## config.mk

```make
export PLATFORM = sky130hd
export DESIGN_NAME = programmable_clock_divider
export DESIGN_NICKNAME = d
export VERILOG_FILES = /design/src/rtl/clock_divider_pkg.sv /design/src/rtl/divider_channel.sv /design/src/rtl/programmable_clock_divider.sv
export SDC_FILE = /design/constraint.sdc
export NUM_CORES = 1
export LEC_CHECK = 0
export CAP_MARGIN = 5
export CELL_PAD_IN_SITES_DETAIL_PLACEMENT = 1
export CELL_PAD_IN_SITES_GLOBAL_PLACEMENT = 2
export CORE_UTILIZATION = 42
export DETAILED_ROUTE_END_ITERATION = 8
export GPL_TIMING_DRIVEN = 0
export PLACE_DENSITY = 0.88
export SLEW_MARGIN = 20
export SYNTH_ARGS = -nofsm -noshare
export SYNTH_HDL_FRONTEND = slang
export SYNTH_SLANG_ARGS = --single-unit
```

## constraint.sdc

```tcl
create_clock -name input_clock -period 9 [get_ports input_clock]
set_clock_uncertainty 0.2 [all_clocks]
set_input_delay 1.8 -clock input_clock [delete_from_list [all_inputs] [get_ports input_clock]]
set_output_delay 1.8 -clock input_clock [all_outputs]
set_load 0.02 [all_outputs]
```

## src/rtl/clock_divider_pkg.sv

```systemverilog
// Shared constants and helpers for the programmable clock divider.
// Holds the channel-count limit and the default parameter values used by the top and by each channel.
package clock_divider_pkg;

    localparam int MAX_CHANNEL_COUNT      = 16;
    localparam int DEFAULT_CHANNEL_COUNT  = 4;
    localparam int DEFAULT_DIVISOR_WIDTH  = 16;
    localparam int DEFAULT_DIVISOR_VALUE  = 2;

    typedef enum logic {
        MODE_STOPPED = 1'b0,
        MODE_RUNNING = 1'b1
    } channel_mode_t;

    // A single-channel divider still needs a 1-bit select port.
    function automatic int channel_select_width(input int channel_count);
        return (channel_count > 1) ? $clog2(channel_count) : 1;
    endfunction

endpackage

```

## src/rtl/divider_channel.sv

```systemverilog
// One divider channel: free-running counter against the active divisor, a one-deep
// pending divisor slot, and registered output_clock / tick.
module divider_channel
    import clock_divider_pkg::*;
#(
    parameter int DIVISOR_WIDTH   = DEFAULT_DIVISOR_WIDTH,
    parameter int DEFAULT_DIVISOR = DEFAULT_DIVISOR_VALUE
) (
    input  logic                     input_clock,
    input  logic                     reset,
    input  logic                     enable,
    input  logic                     write_enable,
    input  logic [DIVISOR_WIDTH-1:0] write_divisor,
    output logic                     pending,
    output logic                     output_clock,
    output logic                     tick
);

    localparam logic [DIVISOR_WIDTH-1:0] ONE           = DIVISOR_WIDTH'(1);
    localparam logic [DIVISOR_WIDTH-1:0] RESET_DIVISOR = DIVISOR_WIDTH'(DEFAULT_DIVISOR);

    logic [DIVISOR_WIDTH-1:0] count;
    logic [DIVISOR_WIDTH-1:0] count_next;
    logic [DIVISOR_WIDTH-1:0] active_divisor;
    logic [DIVISOR_WIDTH-1:0] active_divisor_next;
    logic [DIVISOR_WIDTH-1:0] pending_divisor;
    logic [DIVISOR_WIDTH-1:0] pending_divisor_next;
    logic                     pending_next;
    logic                     output_clock_next;
    logic                     tick_next;
    logic [DIVISOR_WIDTH:0]   high_cycles;
    logic                     at_boundary;
    logic                     apply_pending;
    channel_mode_t            mode;

    // high_cycles is ceil(D/2), computed one bit wider so D at full scale cannot overflow.
    always_comb begin
        mode          = (enable && (active_divisor != '0)) ? MODE_RUNNING : MODE_STOPPED;
        high_cycles   = ({1'b0, active_divisor} + {{DIVISOR_WIDTH{1'b0}}, 1'b1}) >> 1;
        at_boundary   = (count == (active_divisor - ONE));
        apply_pending = pending && ((mode == MODE_STOPPED) || at_boundary);
    end

    always_comb begin
        count_next           = count;
        active_divisor_next  = active_divisor;
        pending_divisor_next = pending_divisor;
        pending_next         = pending;
        output_clock_next    = 1'b0;
        tick_next            = 1'b0;

        if (mode == MODE_RUNNING) begin
            output_clock_next = ({1'b0, count} < high_cycles);
            tick_next         = at_boundary;
            count_next        = at_boundary ? '0 : (count + ONE);
        end else begin
            count_next = '0;
        end

        if (apply_pending) begin
            active_divisor_next = pending_divisor;
            pending_next        = 1'b0;
        end

        // The top only issues a write while the slot is empty, so this never races apply_pending.
        if (write_enable) begin
            pending_divisor_next = write_divisor;
            pending_next         = 1'b1;
        end
    end

    always_ff @(posedge input_clock or posedge reset) begin
        if (reset) begin
            count           <= '0;
            active_divisor  <= RESET_DIVISOR;
            pending_divisor <= '0;
            pending         <= 1'b0;
            output_clock    <= 1'b0;
            tick            <= 1'b0;
        end else begin
            count           <= count_next;
            active_divisor  <= active_divisor_next;
            pending_divisor <= pending_divisor_next;
            pending         <= pending_next;
            output_clock    <= output_clock_next;
            tick            <= tick_next;
        end
    end

endmodule

```

## src/rtl/programmable_clock_divider.sv

```systemverilog
// Multi-channel programmable clock divider: decodes divisor writes onto per-channel
// pending slots and reports back-pressure through divisor_ready.
module programmable_clock_divider
    import clock_divider_pkg::*;
#(
    parameter int CHANNEL_COUNT   = DEFAULT_CHANNEL_COUNT,
    parameter int DIVISOR_WIDTH   = DEFAULT_DIVISOR_WIDTH,
    parameter int DEFAULT_DIVISOR = DEFAULT_DIVISOR_VALUE,
    localparam int SELECT_WIDTH   = channel_select_width(CHANNEL_COUNT)
) (
    input  logic                     input_clock,
    input  logic                     reset,
    input  logic [CHANNEL_COUNT-1:0] enable,
    input  logic                     divisor_valid,
    input  logic [SELECT_WIDTH-1:0]  divisor_channel,
    input  logic [DIVISOR_WIDTH-1:0] divisor_in,
    output logic                     divisor_ready,
    output logic [CHANNEL_COUNT-1:0] output_clock,
    output logic [CHANNEL_COUNT-1:0] tick
);

    logic [CHANNEL_COUNT-1:0] pending_flags;
    logic [CHANNEL_COUNT-1:0] write_enable;

    // Out-of-range channels match no k, so such writes see ready high and are dropped.
    always_comb begin
        divisor_ready = 1'b1;
        for (int k = 0; k < CHANNEL_COUNT; k++) begin
            if ((int'(divisor_channel) == k) && pending_flags[k]) begin
                divisor_ready = 1'b0;
            end
        end
    end

    always_comb begin
        write_enable = '0;
        for (int k = 0; k < CHANNEL_COUNT; k++) begin
            write_enable[k] = divisor_valid && divisor_ready && (int'(divisor_channel) == k);
        end
    end

    for (genvar k = 0; k < CHANNEL_COUNT; k++) begin : g_channel
        divider_channel #(
            .DIVISOR_WIDTH   (DIVISOR_WIDTH),
            .DEFAULT_DIVISOR (DEFAULT_DIVISOR)
        ) u_channel (
            .input_clock   (input_clock),
            .reset         (reset),
            .enable        (enable[k]),
            .write_enable  (write_enable[k]),
            .write_divisor (divisor_in),
            .pending       (pending_flags[k]),
            .output_clock  (output_clock[k]),
            .tick          (tick[k])
        );
    end

endmodule

```

Word-level counts from Yosys, hierarchy flattened

Cells that the tools add are included.

Memories: 0
Input bits: 25
Bits in writable memories: 0
Word-level logic and storage cells: 113
Bits in latches: 0
Output and inout port bits: 9
ROM bits: 0
Bits in registers: 204

Order comparisons: 4
$mul: 0
Eq/ne operators: 7
Muxes and demuxes: 32
Shift operators: 0
Bitwise operators: 4
$add $sub $neg: 12
Div/mod/pow operators: 0
Reduce and logical (&&, ||, !) cells: 30

Operators by type and width:

| operator                                             | number |
|---|---|
| 2-to-1 mux 16 bit                                    | 8 |
| adder 16 x 1 -> 17 bit (second input constant)       | 4 |
| adder 16 x 1 -> 16 bit (second input constant)       | 4 |
| equality test 16 bit                                 | 4 |
| < comparator 16 bit                                  | 4 |
| nonzero test 16 bit                                  | 4 |
| subtractor 16 x 1 -> 16 bit (second input constant)  | 4 |
| 2-to-1 mux 1 bit                                     | 24 |
| logical AND 1 bit                                    | 17 |
| nonzero test 2 bit                                   | 4 |
| equality test 2 bit (second input constant)          | 2 |
| logical OR 1 bit                                     | 4 |
| inverter 1 bit                                       | 4 |
| equality test 2 x 1 -> 1 bit (second input constant) | 1 |
| logical NOT 2 bit                                    | 1 |

Longest topological paths before layout

Gate-level depths: netlist of the first run.

Depth in word-level cells: 9
Mapped depth: 14

Hierarchy

From an unflattened synthesis of the first run, not the netlist that was laid out.

Cells, all modules: 1312
Area, all modules: 13365.3 µm²

By module, submodules not included:

| module                                        | instances | cells an instance | area each (µm²) | seq. area each (µm²) |
|---|---|---|---|---|
| divider_channel at g_channel[0].u_channel ... | 2         | 324               | 3359.5          | 1277.5 |
| divider_channel at g_channel[3].u_channel     | 1         | 333               | 3339.5          | 1277.5 |
| divider_channel at g_channel[1].u_channel     | 1         | 324               | 3243.1          | 1277.5 |
| programmable_clock_divider                    | 1         | 7                 | 63.8            | 0.0 |

Worst setup path before layout of the first run

No wires, ideal clock.

Path type: in2out
Start point: input divisor_channel[0]
End point: output divisor_ready
Buffers on the path: 1
Path slack: 4361 ps
Arrival time: 2639 ps
Stages on the path: 3
Cell sequence: clkbuf_1 > mux4_2 > inv_1

Cells in the longest elaborated chain, start to end: 6
Elaborated cells on any way between the ends: 12
Classes of those cells: eq/ne (3); mux (4); reduce/logical (5)

RTL lines:

| element                        | RTL line                         | RTL |
|---|---|---|
| start, declared                | programmable_clock_divider.sv:15 | `input logic [SELECT_WIDTH-1:0] divisor_channel,` |
| logical NOT 2 bit              | programmable_clock_divider.sv:29 | `if ((int'(divisor_channel) == k) && pending_flags[k]) begin` |
| logical AND 1 bit              | programmable_clock_divider.sv:29 |  |
| 2-to-1 mux 1 bit (3 in series) | programmable_clock_divider.sv:29 |  |
| 2-to-1 mux 1 bit (*)           | programmable_clock_divider.sv:29 |  |
| end, declared                  | programmable_clock_divider.sv:17 | `output logic divisor_ready,` |

Every way passes the cells marked *; elsewhere a longest branch is shown, timed or not.

Final worst setup path of the first run

Ends and elaborated chain as after synthesis.

==> summary.txt, run 1 <==
Cells and area
  • Filler cell count: 3,351
  • FF/Latch Area: a little over 5000 um^2
  • Antenna diodes: 0
  • Area grow syn2layout: 13.5%
  • Multi-input combinational cell area: 7360 um^2
  • Layout Nets: 1,438
  • Final core occ: 0.491
  • Post-route design area: 14,700 um^2
  • Share of cells above drive strength 1: 0.160

Floorplanning
  • Die area: 31,500 um^2
  • Height of the chip: 178 um
  • Rows: 63
  • Initial Utilization: 0.432
  • Total core area: 30,000 um^2
  • Top Ports: 34
  • Chip width: 178 um

Worst setup path
  • CP max stage delay: around 600 ps
  • Worst endpoint required time: 7000 ps
  • Bufs and invs on worst path: 3
  • Crit. Startpoint: divisor_channel[0]
  • Startpoint types: input pin
  • Kind of end point of the critical path: primary output
  • Crit path cell chain: clkbuf_1, mux4_2, inv_1, clkdlybuf4s50_1
  • Slowest CP cell: clkdlybuf4s50_1
  • Critical path arrival: roughly 3300 ps
  • CP max FO: 5
  • RR Startpoint: g_channel[0].u_channel.active_divisor[0]
  • CP top delay family: buffers and inverters
  • Critical Setup Path Class: in2out

Synth
  • Area contributors post-synth: dfrtp_1 39%, mux2_2 9.9%, ha_1 7.0%
  • Largest area contributor in the netlist: dfrtp_1
  • Synth Net Count: 1,377
  • Synthesized flop and latch total: 204
  • Seq/Total Area, Yosys: 0.394
  • Mux cell area share after synthesis: 0.116
  • Syn Inst Count: 1,280
  • Number of flops mapped to enable cells by yosys: 0
  • Adder-Cell Fraction of Synth Area: 0.0695
  • Synth top area share: 0.386
  • Synth Cell Area: 13,000 um^2
  • Post-synth ARST share: 1.00
  • Top FF cell, synth: dfrtp_1
  • Compound-gate portion of the synthesized area: 0.0835
  • Synth unique cells: 76
  • Syn. warnings: 0
  • Main combinational cell family by area after synthesis: simple AND/OR/NAND/NOR gates
  • Post-Syn Area per Cell: 10.1 um^2
  • XOR/XNOR share of the synthesized area: 0.126
  • Simple-gate share of the synthesized area: 0.173

CTS
  • Post-CTS Setup Inserts: 0
  • Clock-pin slew on the worst setup and hold paths: 60 ps
  • CTS root buf: clkbuf_16
  • Total CTS buffers: 24
  • CTS max path bufs: 3
  • Resize count post-CTS: 0
  • Skew-Pair Late Insertion Delay: ~550 ps
  • H-tree Lvls: 1
  • Sink Count: 204
  • Post-CTS Hold Buffers: 0
  • CTS tree: done

Worst hold path
  • Hold path start: g_channel[0].u_channel.pending_divisor[11]
  • Worst hold-check path type: reg2reg

Global routing
  • Initial antenna violation count: 0
  • Overflow left after global routing: 0
  • Largest net degree at the start of global routing: 104
  • First-pass GRT wire length: 55,400 um
  • Total GRT Usage: 0.220
  • Number of global-route vias before repair: 10.4k

STA
  • Final Hold Viols: 0
  • RSZ-0062 raised after global routing: no
  • Final setup violation count: 0
  • Final TNS setup: 0 ps
  • Slew @ Worst Pin: just over 1000 ps
  • Final worst-path cycle share: 0.588
  • Slew Limit Headroom: 0.318
  • Fmax achieved: 189 MHz
  • Pins over their slew limit: 0
  • Tmin final: 5290 ps

Detailed routing
  • Via-per-instance ratio: 5.55
  • Drt drc: 0
  • DR pass1 iterations: 4
  • Vias: approximately 9.7k
  • Routed Wire Length: 33,100 um
  • Number of nets with antenna violations after routing: 0
  • Drt wl/cell: about 19 um
  • Initial DRC count: 443

Flow run
  • Max_cap viols: 0

Outcome
  • Status: complete, no violations

Place
  • Final RePlAce weighted congestion: 0.835
  • Hpwl dp: 24,400 um
  • IO Port Bufs: 31
  • Post-DP Area: 13,800 um^2

Power and ir drop
  • Max rail drop VDD: around 0.15 mV
  • Power per cell area: 274 nW/um^2
  • P_leak: a little over 0.006 uW
cell usage after synthesis (4+ instances only):
cell,count
nor3_1,60
xnor2_1,96
o211ai_1,13
and3_1,29
buf_6,5
o21a_1,8
nor2b_1,11
nor4b_1,4
nand2b_1,14
nand4_1,19
dfstp_2,4
dfrtp_1,200
inv_1,27
a21o_1,24
or2_2,4
mux2_2,114
xor2_1,88
nor2_1,100
buf_4,8
or4_1,5
clkbuf_1,55
mux2_4,10
nor4_1,13
buf_2,9
o21bai_1,6
nand3_1,68
nand2_1,66
a21oi_1,20
mux2i_1,4
nand4b_1,7
a211oi_1,7
ha_1,72
a22o_1,4
o21ai_0,21
or3_1,16
and2_1,5
a31oi_1,5
per-stage QoR:
stage	hold slack [ps]	total power, uW	instances	setup slack, ps
CTS	302	4070	1749	3690
global route	317	4300	1749	3660
detailed placement	289	2990	1705	3700
global placement	278	2890	1701	-1410
floorplan	269	2570	1280	1440
finish	296	4030	1749	3710
worst reg2reg max path: cells and delay by family (launching register included):
kind | cells | cell delay (ps)
AND/OR/NAND/NOR | 4 | 1860
flip-flops | 1 | 380
adder cells (fa/ha/maj) | 1 | 270
AO/OA/AOI/OAI | 2 | 860
buffers and inverters | 3 | 540
multiplexers | 1 | 370
cell type report:
class	count	area share
buffer	81	0.0268
clock buffer	29	0.0442
clock inverter	15	0.0142
inverter	27	0.00740
multi-input combinational	968	0.501
sequential	204	0.348
tap	390	0.0332
timing repair buffer	35	0.0257
worst paths after layout:
kind,cells past startpoint,end,slack [ps]
worst max-delay path,4,divisor_ready,3710
worst min-delay path,1,g_channel[0].u_channel.active_divisor[11],300
worst max register to register,11,g_channel[0].u_channel.active_divisor[4],4410
worst min register to register,1,g_channel[0].u_channel.active_divisor[11],300
max in group asynchronous,4,g_channel[1].u_channel.count[9],6070
min in group asynchronous,2,g_channel[3].u_channel.active_divisor[3],1400
sequential cells by signal (all words and copies together), names as in the netlist:
name	count
g_channel.u_channel.tick	4
g_channel.u_channel.pending	4
g_channel.u_channel.count	64
g_channel.u_channel.output_clock	4
g_channel.u_channel.active_divisor	64
g_channel.u_channel.pending_divisor	64
cells in the final DEF (no fill, tap or decap), types with 57 or more instances in the layout:
master | synthesis | layout
dfrtp_1 | 200 | 200
nand2_1 | 66 | 66
ha_1 | 72 | 72
xor2_1 | 88 | 88
xnor2_1 | 96 | 96
nor2_1 | 100 | 100
nor3_1 | 60 | 59
nand3_1 | 68 | 68
clkbuf_1 | 55 | 57
mux2_2 | 114 | 114
report_power, final:
group	leakage, uW	total [uW]	switching (uW)	internal, uW
logic	0.00321	1640	901	736
registers	0.00257	1340	195	1150
clock network	0.000420	1050	421	633
total	0.00619	4030	1520	2520
per-layer routing:
layer	wire length, um	global-route usage
met1	15400	0.299
met2	15700	0.369
met3	1210	0.0296
met4	778	0.0573
met5	0	0
kinds of logic after synthesis:
kind of cell    after synthesis
mux                         129
flops                       204
simple gates                435
xor+xnor                    185
buf+inv                     108
compound gates              147
fa+ha+maj                    72
Note: power is estimated with default switching activity, not from simulation.
==> run 2, diff against run 1 <==
--- a/config.mk
+++ b/config.mk
@@ -8,10 +8,10 @@
 export CAP_MARGIN = 5
 export CELL_PAD_IN_SITES_DETAIL_PLACEMENT = 1
 export CELL_PAD_IN_SITES_GLOBAL_PLACEMENT = 2
-export CORE_UTILIZATION = 42
+export CORE_UTILIZATION = 38
 export DETAILED_ROUTE_END_ITERATION = 8
 export GPL_TIMING_DRIVEN = 0
-export PLACE_DENSITY = 0.88
+export PLACE_DENSITY = 0.85
 export SLEW_MARGIN = 20
 export SYNTH_ARGS = -nofsm -noshare
 export SYNTH_HDL_FRONTEND = slang
==> constraint.sdc (replaced) <==
create_clock -name input_clock -period 4.7 [get_ports input_clock]
set_clock_uncertainty 0.2 [all_clocks]
set_input_delay 0.94 -clock input_clock [delete_from_list [all_inputs] [get_ports input_clock]]
set_output_delay 0.94 -clock input_clock [all_outputs]
set_load 0.02 [all_outputs]
==> run 2 against run 1 <==
Compared with the run above:
- design area grew 1.1%
- flip-flop and latch count stayed put
- sequential share of layout area fell by 0.39 points
- count of clock-buffer cells in the layout is 7 higher
- global-route usage is 2.6 points lower
- total power is 90% higher
- combinational power is 90% higher
- utilization shrank 4.7 points
- first-iteration DRC count decreased by 7.4%
- register-to-register slack lost 4000 ps
- critical endpoint is now g_channel[0].u_channel.active_divisor[4]
- highest routed layer unchanged
==> summary.txt, run 2 (synthesis results as in run 1) <==
Floorplanning
  • Chip width: 187 um (was 178 um)
  • Total core area: 33,500 um^2 (was 30,000 um^2)
  • Rows: 67 (was 63)
  • Initial Utilization: 0.386 (was 0.432)
  • Top Ports: 34 (unchanged)
  • Die area: 34,800 um^2 (was 31,500 um^2)
  • Height of the chip: 187 um (was 178 um)

Detailed routing
  • Routed Wire Length: 33,000 um (was 33,100 um)
  • Number of nets with antenna violations after routing: 0 (unchanged)
  • Drt drc: 0 (unchanged)
  • DR pass1 iterations: 6 (was 4)
  • Initial DRC count: 410 (was 443)
  • Via-per-instance ratio: 5.36 (was 5.55)
  • Drt wl/cell: 18.2 um (was 18.9 um)
  • Vias: 9,710 (was 9,702)

Worst setup path
  • CP max FO: 10 (was 5)
  • Critical path arrival: 4480 ps (was 3290 ps)
  • Critical Setup Path Class: reg2reg (was in2out)
  • Worst endpoint required time: 4910 ps (was 7000 ps)
  • Startpoint types: flip-flop (was input pin)
  • Kind of end point of the critical path: flip-flop (was primary output)

CTS
  • CTS max path bufs: 3 (unchanged)
  • H-tree Lvls: 1 (unchanged)
  • Post-CTS Hold Buffers: 0 (unchanged)
  • Skew-Pair Late Insertion Delay: 520 ps (was 550 ps)
  • CTS root buf: clkbuf_16 (unchanged)
  • Total CTS buffers: 24 (unchanged)
  • Sink Count: 204 (unchanged)
  • Clock-pin slew on the worst setup and hold paths: 60 ps (about the same)
  • CTS tree: done (unchanged)

Place
  • Final RePlAce weighted congestion: 0.818 (was 0.835)
  • Hpwl dp: 24,600 um (was 24,400 um)
  • IO Port Bufs: 31 (unchanged)

Cells and area
  • Area grow syn2layout: 14.8% (was 13.5%)
  • Most frequent cells in the layout: 200 x dfrtp_1, 114 x mux2_2, 100 x nor2_1, 96 x xnor2_1, 88 x xor2_1 (unchanged)
  • Layout Nets: 1,443 (was 1,438)
  • Most common cell after layout, fill and taps aside: dfrtp_1 (unchanged)
  • Share of cells above drive strength 1: 0.163 (was 0.160)
  • Final core occ: 0.443 (was 0.491)
  • Antenna diodes: 0 (unchanged)
  • Biggest regs: g_channel.u_channel.active_divisor (64), g_channel.u_channel.count (64), g_channel.u_channel.pending_divisor (64) (unchanged)

Power and ir drop
  • Sw Pwr: 2820 uW (was 1520 uW)
  • Sw frac: 0.368 (was 0.376)
  • Comb pwr share: 0.406 (about the same)
  • P_leak: 0.00623 uW (was 0.00619 uW)
  • Max rail drop VDD: 0.325 mV (was 0.154 mV)
  • Design Power: 7660 uW (was 4030 uW)
  • Reg power frac: 0.336 (was 0.333)
  • Power per cell area: 515 nW/um^2 (was 274 nW/um^2)
  • Clock share of power: 0.258 (was 0.261)
  • Internal: 4840 uW (was 2520 uW)

STA
  • Final worst-path cycle share: 0.909
  • RSZ-0062 raised after global routing: no (unchanged)
  • Final Hold Viols: 0 (unchanged)
  • Pins over their slew limit: 0 (unchanged)
  • Tmin final: 4270 ps
  • Slew @ Worst Pin: 909 ps (was 1010 ps)
  • Slew Limit Headroom: 0.390 (was 0.318)
  • Fmax achieved: around 230 MHz
  • Final setup violation count: 0 (unchanged)

Global routing
  • Initial antenna violation count: 0 (unchanged)
  • First-pass GRT wire length: 55,700 um (was 55,400 um)
  • Total GRT Usage: 0.194 (was 0.220)
  • Overflow left after global routing: 0 (unchanged)
  • Number of global-route vias before repair: 10.5k (was 10.4k)
  • Largest net degree at the start of global routing: 35 (was 104)

Outcome
  • Status: complete, no violations (unchanged)

Worst hold path
  • Worst hold-check path type: reg2reg (unchanged)

Flow run
  • Max_cap viols: 0 (unchanged)
run 2: cell count changes in the layout (fill, tap and decap cells not counted), moves of 3 or more:
| cell | before | now |
|---|---|---|
| buf_12 | 0 | 5 |
| clkinv_2 | 7 | 3 |
| clkbuf_1 | 57 | 60 |
| clkbuf_8 | 3 | 6 |
run 2: path summary, 6_finish.rpt:
check,start,end,slack [ps],depth (start not counted)
worst max-delay path,g_channel[0].u_channel.active_divisor[0],g_channel[0].u_channel.active_divisor[4],430,11
worst min-delay path,g_channel[0].u_channel.pending_divisor[6],g_channel[0].u_channel.active_divisor[6],300,1
worst max register to register,g_channel[0].u_channel.active_divisor[0],g_channel[0].u_channel.active_divisor[4],430,11
worst min register to register,g_channel[0].u_channel.pending_divisor[6],g_channel[0].u_channel.active_divisor[6],300,1
max in group asynchronous,reset,g_channel[1].u_channel.count[4],2380,7
min in group asynchronous,reset,g_channel[2].u_channel.tick,580,2
run 2: power groups by stage:
stage / Sequential, uW / Combinational, uW / Clock (uW)
detailed placement: 2600 / 3100 / 0
finish: 2570 / 3110 / 1980
CTS: 2570 / 3140 / 2030
global route: 2640 / 3480 / 2110
global placement: 2570 / 2980 / 0
floorplan: 2460 / 2460 / 0
run 2: per-layer routing:
metal / vias up / GRT usage / share of wire
met2: 104 / 0.331 / 0.48
li1: 4651 / - / -
met4: 0 / 0.0498 / 0.019
met5: - / 0 / 0
met3: 39 / 0.0239 / 0.029
met1: 4916 / 0.261 / 0.47
run 2: repair_timing:
item                       4_1_cts  5_1_grt
gates resized for setup          0        1
setup buffers                    0        0
setup endpoints to repair        0       16
run 2: critical path: stages (launching register included):
cell and delay (ps):
dfrtp_1 380, clkbuf_1 210, inv_1 100, ha_1 250, nor3b_2 430, nand3_1 240
or4_1 580, a311oi_1 360, nand4b_1 280, a21oi_2 520, buf_6 230, mux2_2 350
run 2: layout make-up:
type / count / area, um^2
clock inverters: 8 / 121
repair buffers: 40 / 478
multi-input cells: 968 / 7370
clock buffers: 36 / 727
fillers: 3787 / 18700
plain buffers: 81 / 394
well taps: 448 / 561
inverters: 27 / 105
flip-flops and latches: 204 / 5110
run 2: per-stage QoR:
step                      cells  area, um^2  hold slack, ps  TNS (ps)  setup slack (ps)
after floorplan            1280       13000             269         0               919
after global placement     1759       13800             277   -143310              -744
after detailed placement   1768       14000             288         0               214
after CTS                  1812       14900             302         0               141
after global routing       1812       14900             317         0               148
final                      1812       14900             302         0               426
